File: config.mk
export PLATFORM = sky130hd
export DESIGN_NAME = nvram_xfer_flat
export DESIGN_NICKNAME = d
export VERILOG_FILES = /design/src/rtl/nvram_xfer_if.sv /design/src/rtl/nvram_xfer.sv /design/src/flat_wrapper.sv
export SDC_FILE = /design/constraint.sdc
export NUM_CORES = 1
export LEC_CHECK = 0
export ABC_AREA = 1
export CAP_MARGIN = 20
export CORE_UTILIZATION = 39
export DETAILED_ROUTE_END_ITERATION = 16
export HOLD_SLACK_MARGIN = 0.15
export PLACE_DENSITY_LB_ADDON = 0.2
export RECOVER_POWER = 25
export SLEW_MARGIN = 20
export SYNTH_ARGS = -nofsm -noshare
export SYNTH_HDL_FRONTEND = slang
export SYNTH_SLANG_ARGS = --single-unit
File: constraint.sdc
create_clock -name clk -period 3.5 [get_ports clk]
set_clock_uncertainty 0.1 [all_clocks]
set_input_delay 1.05 -clock clk [delete_from_list [all_inputs] [get_ports clk]]
set_output_delay 1.05 -clock clk [all_outputs]
set_load 0.02 [all_outputs]
File: src/rtl/nvram_xfer_if.sv
// Bundle of the CPU port, host requests, load/save byte streams, NVRAM port and status
// for nvram_xfer. The slave side is the transfer block; the master side is its surroundings.
interface nvram_xfer_if;
    logic       cpu_we;
    logic [7:0] cpu_addr;
    logic [7:0] cpu_din;
    logic       req_load;
    logic       req_save;
    logic       ld_valid;
    logic [7:0] ld_data;
    logic       ld_ready;
    logic       sv_valid;
    logic [7:0] sv_data;
    logic       sv_ready;
    logic       nv_we;
    logic [7:0] nv_addr;
    logic [7:0] nv_din;
    logic [7:0] nv_dout;
    logic       busy;
    logic       done;

    modport master (
        output cpu_we, cpu_addr, cpu_din, req_load, req_save,
        output ld_valid, ld_data, sv_ready, nv_dout,
        input  ld_ready, sv_valid, sv_data, nv_we, nv_addr, nv_din, busy, done
    );

    modport slave (
        input  cpu_we, cpu_addr, cpu_din, req_load, req_save,
        input  ld_valid, ld_data, sv_ready, nv_dout,
        output ld_ready, sv_valid, sv_data, nv_we, nv_addr, nv_din, busy, done
    );
endinterface

File: src/rtl/nvram_xfer.sv
// Moves the whole NVRAM (addresses 0..LAST_ADDR) in from a load byte stream or out to a
// save byte stream; while idle the CPU owns the NVRAM port through a combinational bypass.
module nvram_xfer #(
    parameter logic [7:0] LAST_ADDR = 8'hFF
) (
    input  logic        clk,
    input  logic        rst_n,
    nvram_xfer_if.slave bus
);

    typedef enum logic [2:0] {
        IDLE,
        LOAD,
        SAVE_RD,
        SAVE_OUT,
        FIN
    } state_t;

    state_t     state_reg;
    state_t     state_next;
    logic [7:0] cnt_reg;
    logic [7:0] cnt_next;

    logic       nv_we_next;
    logic [7:0] nv_addr_next;
    logic [7:0] nv_din_next;
    logic       ld_ready_next;
    logic       sv_valid_next;
    logic [7:0] sv_data_next;
    logic       busy_next;
    logic       done_next;

    logic       cnt_last;

    assign cnt_last = (cnt_reg == LAST_ADDR);

    always_ff @(posedge clk or negedge rst_n) begin
        if (!rst_n) begin
            state_reg <= IDLE;
            cnt_reg   <= 8'h00;
        end else begin
            state_reg <= state_next;
            cnt_reg   <= cnt_next;
        end
    end

    always_comb begin
        state_next    = state_reg;
        cnt_next      = cnt_reg;
        nv_we_next    = 1'b0;
        nv_addr_next  = cnt_reg;
        nv_din_next   = 8'h00;
        ld_ready_next = 1'b0;
        sv_valid_next = 1'b0;
        sv_data_next  = 8'h00;
        busy_next     = 1'b1;
        done_next     = 1'b0;

        case (state_reg)
            IDLE: begin
                busy_next    = 1'b0;
                nv_we_next   = bus.cpu_we;
                nv_addr_next = bus.cpu_addr;
                nv_din_next  = bus.cpu_din;
                // Load takes priority when both requests arrive together.
                if (bus.req_load) begin
                    cnt_next   = 8'h00;
                    state_next = LOAD;
                end else if (bus.req_save) begin
                    cnt_next   = 8'h00;
                    state_next = SAVE_RD;
                end
            end

            LOAD: begin
                ld_ready_next = 1'b1;
                nv_din_next   = bus.ld_data;
                nv_we_next    = bus.ld_valid;
                if (bus.ld_valid) begin
                    if (cnt_last) begin
                        state_next = FIN;
                    end else begin
                        cnt_next = cnt_reg + 8'h01;
                    end
                end
            end

            SAVE_RD: begin
                // Address is presented here; the RAM returns data on the next clock.
                state_next = SAVE_OUT;
            end

            SAVE_OUT: begin
                sv_valid_next = 1'b1;
                sv_data_next  = bus.nv_dout;
                if (bus.sv_ready) begin
                    if (cnt_last) begin
                        state_next = FIN;
                    end else begin
                        cnt_next   = cnt_reg + 8'h01;
                        state_next = SAVE_RD;
                    end
                end
            end

            FIN: begin
                done_next  = 1'b1;
                state_next = IDLE;
            end

            default: begin
                state_next = IDLE;
            end
        endcase
    end

    assign bus.nv_we    = nv_we_next;
    assign bus.nv_addr  = nv_addr_next;
    assign bus.nv_din   = nv_din_next;
    assign bus.ld_ready = ld_ready_next;
    assign bus.sv_valid = sv_valid_next;
    assign bus.sv_data  = sv_data_next;
    assign bus.busy     = busy_next;
    assign bus.done     = done_next;

endmodule

File: src/flat_wrapper.sv
// flat-port wrapper written by rule: the top's interface ports become plain ports
module nvram_xfer_flat 
#(
    parameter logic [7:0] LAST_ADDR = 8'hFF
)
  (clk, rst_n, bus_cpu_we, bus_cpu_addr, bus_cpu_din, bus_req_load, bus_req_save, bus_ld_valid, bus_ld_data, bus_sv_ready, bus_nv_dout, bus_ld_ready, bus_sv_valid, bus_sv_data, bus_nv_we, bus_nv_addr, bus_nv_din, bus_busy, bus_done);
  nvram_xfer_if bus_i ();
  input  logic clk;
  input  logic rst_n;
  input wire logic [$bits(bus_i.cpu_we)-1:0] bus_cpu_we;
  input wire logic [$bits(bus_i.cpu_addr)-1:0] bus_cpu_addr;
  input wire logic [$bits(bus_i.cpu_din)-1:0] bus_cpu_din;
  input wire logic [$bits(bus_i.req_load)-1:0] bus_req_load;
  input wire logic [$bits(bus_i.req_save)-1:0] bus_req_save;
  input wire logic [$bits(bus_i.ld_valid)-1:0] bus_ld_valid;
  input wire logic [$bits(bus_i.ld_data)-1:0] bus_ld_data;
  input wire logic [$bits(bus_i.sv_ready)-1:0] bus_sv_ready;
  input wire logic [$bits(bus_i.nv_dout)-1:0] bus_nv_dout;
  output wire logic [$bits(bus_i.ld_ready)-1:0] bus_ld_ready;
  output wire logic [$bits(bus_i.sv_valid)-1:0] bus_sv_valid;
  output wire logic [$bits(bus_i.sv_data)-1:0] bus_sv_data;
  output wire logic [$bits(bus_i.nv_we)-1:0] bus_nv_we;
  output wire logic [$bits(bus_i.nv_addr)-1:0] bus_nv_addr;
  output wire logic [$bits(bus_i.nv_din)-1:0] bus_nv_din;
  output wire logic [$bits(bus_i.busy)-1:0] bus_busy;
  output wire logic [$bits(bus_i.done)-1:0] bus_done;
  assign bus_i.cpu_we = bus_cpu_we;
  assign bus_i.cpu_addr = bus_cpu_addr;
  assign bus_i.cpu_din = bus_cpu_din;
  assign bus_i.req_load = bus_req_load;
  assign bus_i.req_save = bus_req_save;
  assign bus_i.ld_valid = bus_ld_valid;
  assign bus_i.ld_data = bus_ld_data;
  assign bus_i.sv_ready = bus_sv_ready;
  assign bus_i.nv_dout = bus_nv_dout;
  assign bus_ld_ready = bus_i.ld_ready;
  assign bus_sv_valid = bus_i.sv_valid;
  assign bus_sv_data = bus_i.sv_data;
  assign bus_nv_we = bus_i.nv_we;
  assign bus_nv_addr = bus_i.nv_addr;
  assign bus_nv_din = bus_i.nv_din;
  assign bus_busy = bus_i.busy;
  assign bus_done = bus_i.done;
  nvram_xfer #(.LAST_ADDR(LAST_ADDR)) u_core (.clk(clk), .rst_n(rst_n), .bus(bus_i));
endmodule
Word-level counts from Yosys, hierarchy flattened
Index checks and enable logic that the tools add are counted.
W data, S select, Z words.
{"block": "word_totals", "inputBits": 39, "wordCells": 37, "ff_bits": 11}
{"block": "classes", "n_addsub": 1, "muxes": 21, "eq_ne": 9, "reduce_logical": 4}
{"cell": "$mux W8", "count": 7}
{"cell": "$pmux W8 S3", "count": 1}
{"cell": "$mux W3", "count": 6}
{"cell": "$pmux W8 S2", "count": 1}
{"cell": "$pmux W3 S4", "count": 1}
{"cell": "$add A8 B1 Y8 const B", "count": 1}
{"cell": "$eq A8 B8 Y1 const B", "count": 1}
{"cell": "$reduce_and A4 Y1", "count": 2}
{"cell": "$eq A3 B2 Y1 const B", "count": 2}
{"cell": "$mux W1", "count": 4}
{"cell": "$ne A2 B2 Y1 const B", "count": 2}
{"cell": "$eq A3 B1 Y1 const B", "count": 1}
{"cell": "$eq A3 B3 Y1 const B", "count": 1}
{"cell": "$logic_not A3 Y1", "count": 1}
{"cell": "$ne A3 B3 Y1 const B", "count": 1}
{"cell": "$reduce_bool A3 Y1", "count": 1}
{"cell": "$ne A2 B1 Y1 const B", "count": 1}
{"cell": "$pmux W1 S2", "count": 1}

Depth between registers and ports, before layout
{"block": "depth", "word_depth": 4, "ltp_mapped": 10, "mapped_depth_nobuf": 9}

Worst setup path after synthesis
Ideal clock, no wire load.
{"block": "synth_timing", "kind": "in2out", "startpoint": "input bus_ld_valid", "endpoint": "output bus_nv_we", "arrival_time_ps": 1569, "path_stages": 2, "path_buffers": 0, "slack_ps": 781, "required_time_ps": 2350, "path_cell_list": "inv_1 o21ai_0"}
{"block": "synth_between", "elab_chain_cells": 1}
{"element": "from (decl)", "line_no": "flat_wrapper.sv:15", "text": "input wire logic [$bits(bus_i.ld_valid)-1:0] bus_ld_valid;"}
{"element": "$pmux W1 S2", "line_no": "nvram_xfer.sv:59", "text": "case (state_reg)"}
{"element": "to (decl)", "line_no": "flat_wrapper.sv:22", "text": "output wire logic [$bits(bus_i.nv_we)-1:0] bus_nv_we;"}
No other way between the ends.

Final worst setup path
{"block": "layout_timing", "startpoint": "input bus_cpu_addr[6]", "endpoint": "output bus_nv_addr[6]"}
{"block": "layout_between", "elab_chain_cells": 1}
{"element": "from (decl)", "line_no": "flat_wrapper.sv:11", "text": "input wire logic [$bits(bus_i.cpu_addr)-1:0] bus_cpu_addr;"}
{"element": "$mux W8", "line_no": "nvram_xfer.sv:59"}
{"element": "to (decl)", "line_no": "flat_wrapper.sv:23", "text": "output wire logic [$bits(bus_i.nv_addr)-1:0] bus_nv_addr;"}
No other way between the ends.

==> impl_metrics.py <==
metrics = {
    "hold_path": {
        "hold_class": "flop to flop",
        "min_to": "u_core.cnt_reg[7]$_DFFE_PN0P_",
        "hp-start": "u_core.cnt_reg[7]$_DFFE_PN0P_",
        "whs_path_depth": 2,
    },
    "finish": {
        "multi_input_area_um2": 626,
        "fin_util_pct": 70.1,
        "seq_area_um2": 275,
        "diodes": 0,
        "layout.cells.non_filler": 251,
        "filler_cell_count": 214,
        "final_nets": 262,
        "drive_gt1_share_pct": 12.2,
        "syn2layout_area_growth_pct": 69.1,
        "largest_reg_flops": 8,
    },
    "job": {
        "cap_viol_max_count": 0,
    },
    "timing": {
        "period_needed_ns": 3.43,
        "max_slew_margin_pct": 65.8,
        "drv_slew": 0,
        "setup_ws_ns": 0.0680,
        "fmax_mhz": 291,
        "fin_crit_sh_pct": 98.1,
        "rsz0062_at_grt": "no",
        "setup_viol": 0,
        "setup_tns_ns": 0,
        "worst_slew_pin_slew_ns": 0.512,
        "hold_viol": 0,
    },
    "route": {
        "avgViaCountPerCell": 4.88,
        "dr_total_vias": 1225,
        "drt_iter0_markers": 30,
        "wire_per_inst_um": 13.2,
        "drtPass1Iterations": 4,
        "antenna_left": 0,
        "wl_mm": 3.32,
        "drc": 0,
    },
    "floorplan": {
        "fp.dieH_um": 53.3,
        "rows": 18,
        "coreArea_um2": 2480,
        "die_area_um2": 2840,
        "die_w_um": 53.3,
        "start_util_pct": 41.4,
        "io-pin-count": 68,
    },
    "clock_tree": {
        "htree_levels": 1,
        "cts_setup_buffers": 0,
        "clkTransAtPathRegs_ns": 0.07,
        "cts_tree": "built",
        "clock_path_buffers": 2,
        "cts-root-buf": "clkbuf_4",
        "clock_latency_ns": 0.28,
        "cts_made_buffers": 3,
        "cts.sinks": 11,
    },
    "synth": {
        "synth.avg_cell_area_um2": 6.71,
        "synth_most_common_cell": "nand2_1",
        "synth_warnings": 0,
        "synth_cells": 153,
        "synth_common_cells": "nand2_1, inv_1, nor2_1, dfrtp_1, nand3_1",
        "synth_top_area_share_pct": 26.8,
        "netlist_area_um2": 1030,
        "ys_seq_area_share_pct": 26.8,
        "synth_nets": 193,
        "ys_ff_latch": 11,
        "synth-edff-count": 0,
        "ys_async_sr_fraction_pct": 100,
        "ys_types": 25,
        "ys.flop_type": "dfrtp_1",
        "synth_largest_area_cell": "dfrtp_1",
        "synth.area.top_cells": "dfrtp_1, nand2_1, inv_1, a22o_1, o21ai_2",
    },
    "worst_setup_path": {
        "cp-startpoint": "bus_cpu_addr[6]",
        "crit_type": "input pin to output pin",
        "reg2reg_to": "u_core.cnt_reg[2]$_DFFE_PN0P_",
        "r2r_start": "u_core.cnt_reg[0]$_DFFE_PN0P_",
        "r2r_cells": 9,
        "reg2reg_slack_ns": 1.76,
        "startpoint_type": "input pin",
        "required_ns": 2.35,
        "crit_path_max_fanout": 1,
        "cp-end-kind": "output pin",
        "critPathArrivalTime_ns": 2.28,
    },
    "power_and_ir_drop": {
        "power_leakage_uw": 0.000849,
        "p_per_area_nw_per_um2": 314,
        "ir_drop_v": 0.000323,
        "power_uw": 545,
    },
    "placement": {
        "port_buffers": 67,
        "dp_cells": 247,
        "gp_congestion": 0.941,
        "dp_slack_ns": 0.0184,
        "dp_hpwl_mm": 2.61,
    },
    "grt": {
        "grt-ovfl-total": 0,
        "grt_max_degree": 23,
        "grt_pass1_vias": 1163,
        "grt_antenna_before_repair": 0,
        "grt_pass1_wl_mm": 5.14,
        "grtUsageTotal_pct": 25.4,
    },
    "status": {
        "status": "complete, no violations",
    },
}
[final cells by class]
cell class,count,area share (%)
clock buffers,4,1.51
inverters,24,5.19
multi-input cells,114,36.0
flip-flops and latches,11,15.9
well taps,30,2.16
repair buffers,68,39.2
[worst max path at each step]
| stage | end | slack [ns] | depth (start not counted) |
|---|---|---|---|
| final | bus_nv_addr[6] | 0.07 | 4 |
| after global routing | bus_nv_addr[4] | 0.01 | 4 |
| after CTS | bus_nv_we | 0.008 | 4 |
| after detailed placement | bus_nv_we | 0.02 | 4 |
| after global placement | bus_nv_we | 0.01 | 4 |
| after floorplan | bus_nv_we | 0.78 | 2 |
[worst max-delay path: stages]
cell and delay [ns]:
clkdlybuf4s50_1 0.46, nand2_1 0.05, o21ai_1 0.10, clkdlybuf4s50_1 0.63
[placed cells by master (no fill, tap or decap)]
master           synthesis  routed
nor2_1                  15      15
dfrtp_1                 11      11
nor2_2                   3       3
nor3_1                   1       1
nand2_1                 47      47
a22o_1                   8       8
o21bai_1                 1       1
inv_1                   22      22
nor2_8                   1       1
nor2_4                   2       2
nand3_1                  9       9
clkbuf_4                 0       3
a31oi_1                  1       1
o21ai_0                  3       3
buf_4                    0       1
inv_2                    2       2
nand2_2                  5       5
nand2_8                  1       1
nand3b_1                 1       1
o21ai_1                  5       5
o211ai_1                 1       1
dlygate4sd3_1            0       2
nand2_4                  1       1
o21ai_2                  7       7
dlymetal6s2s_1           0       1
ha_1                     1       1
clkbuf_1                 0       1
clkdlybuf4s50_1          0      64
or2_2                    1       1
[stage by stage]
stage	hold slack [ns]	cell area, um2
global route	0.452	1740
CTS	0.389	1730
floorplan	0.355	1030
global placement	0.367	1710
finish	0.386	1740
detailed placement	0.372	1710
[repair_timing]
item / CTS / global route
hold buffers: 0 / 0
resized for setup: 0 / 1
endpoints found under the setup margin: 0 / 1
[logic make-up after synthesis]
group	after synthesis	share of synthesized area (%)
AOI/OAI and AO/OA	26	18.8
adders and majority gates	1	1.22
buffers and inverters	28	12.2
DFF	11	26.8
and+or+nand+nor	87	41.0
[report_power, final]
part / total [uW] / switching (uW) / internal, uW
Sequential: 181 / 28.7 / 152
Clock: 91.6 / 47.3 / 44.2
Combinational: 273 / 132 / 141
[routing by layer]
layer	vias up	global-route usage [%]	part of all wire, %
met4	0	11.0	2.3
li1	622	-	-
met3	9	6.03	9.1
met5	-	0	0
met2	50	42.1	44
met1	544	30.7	45
No activity file was read; power rests on OpenSTA's default activity.
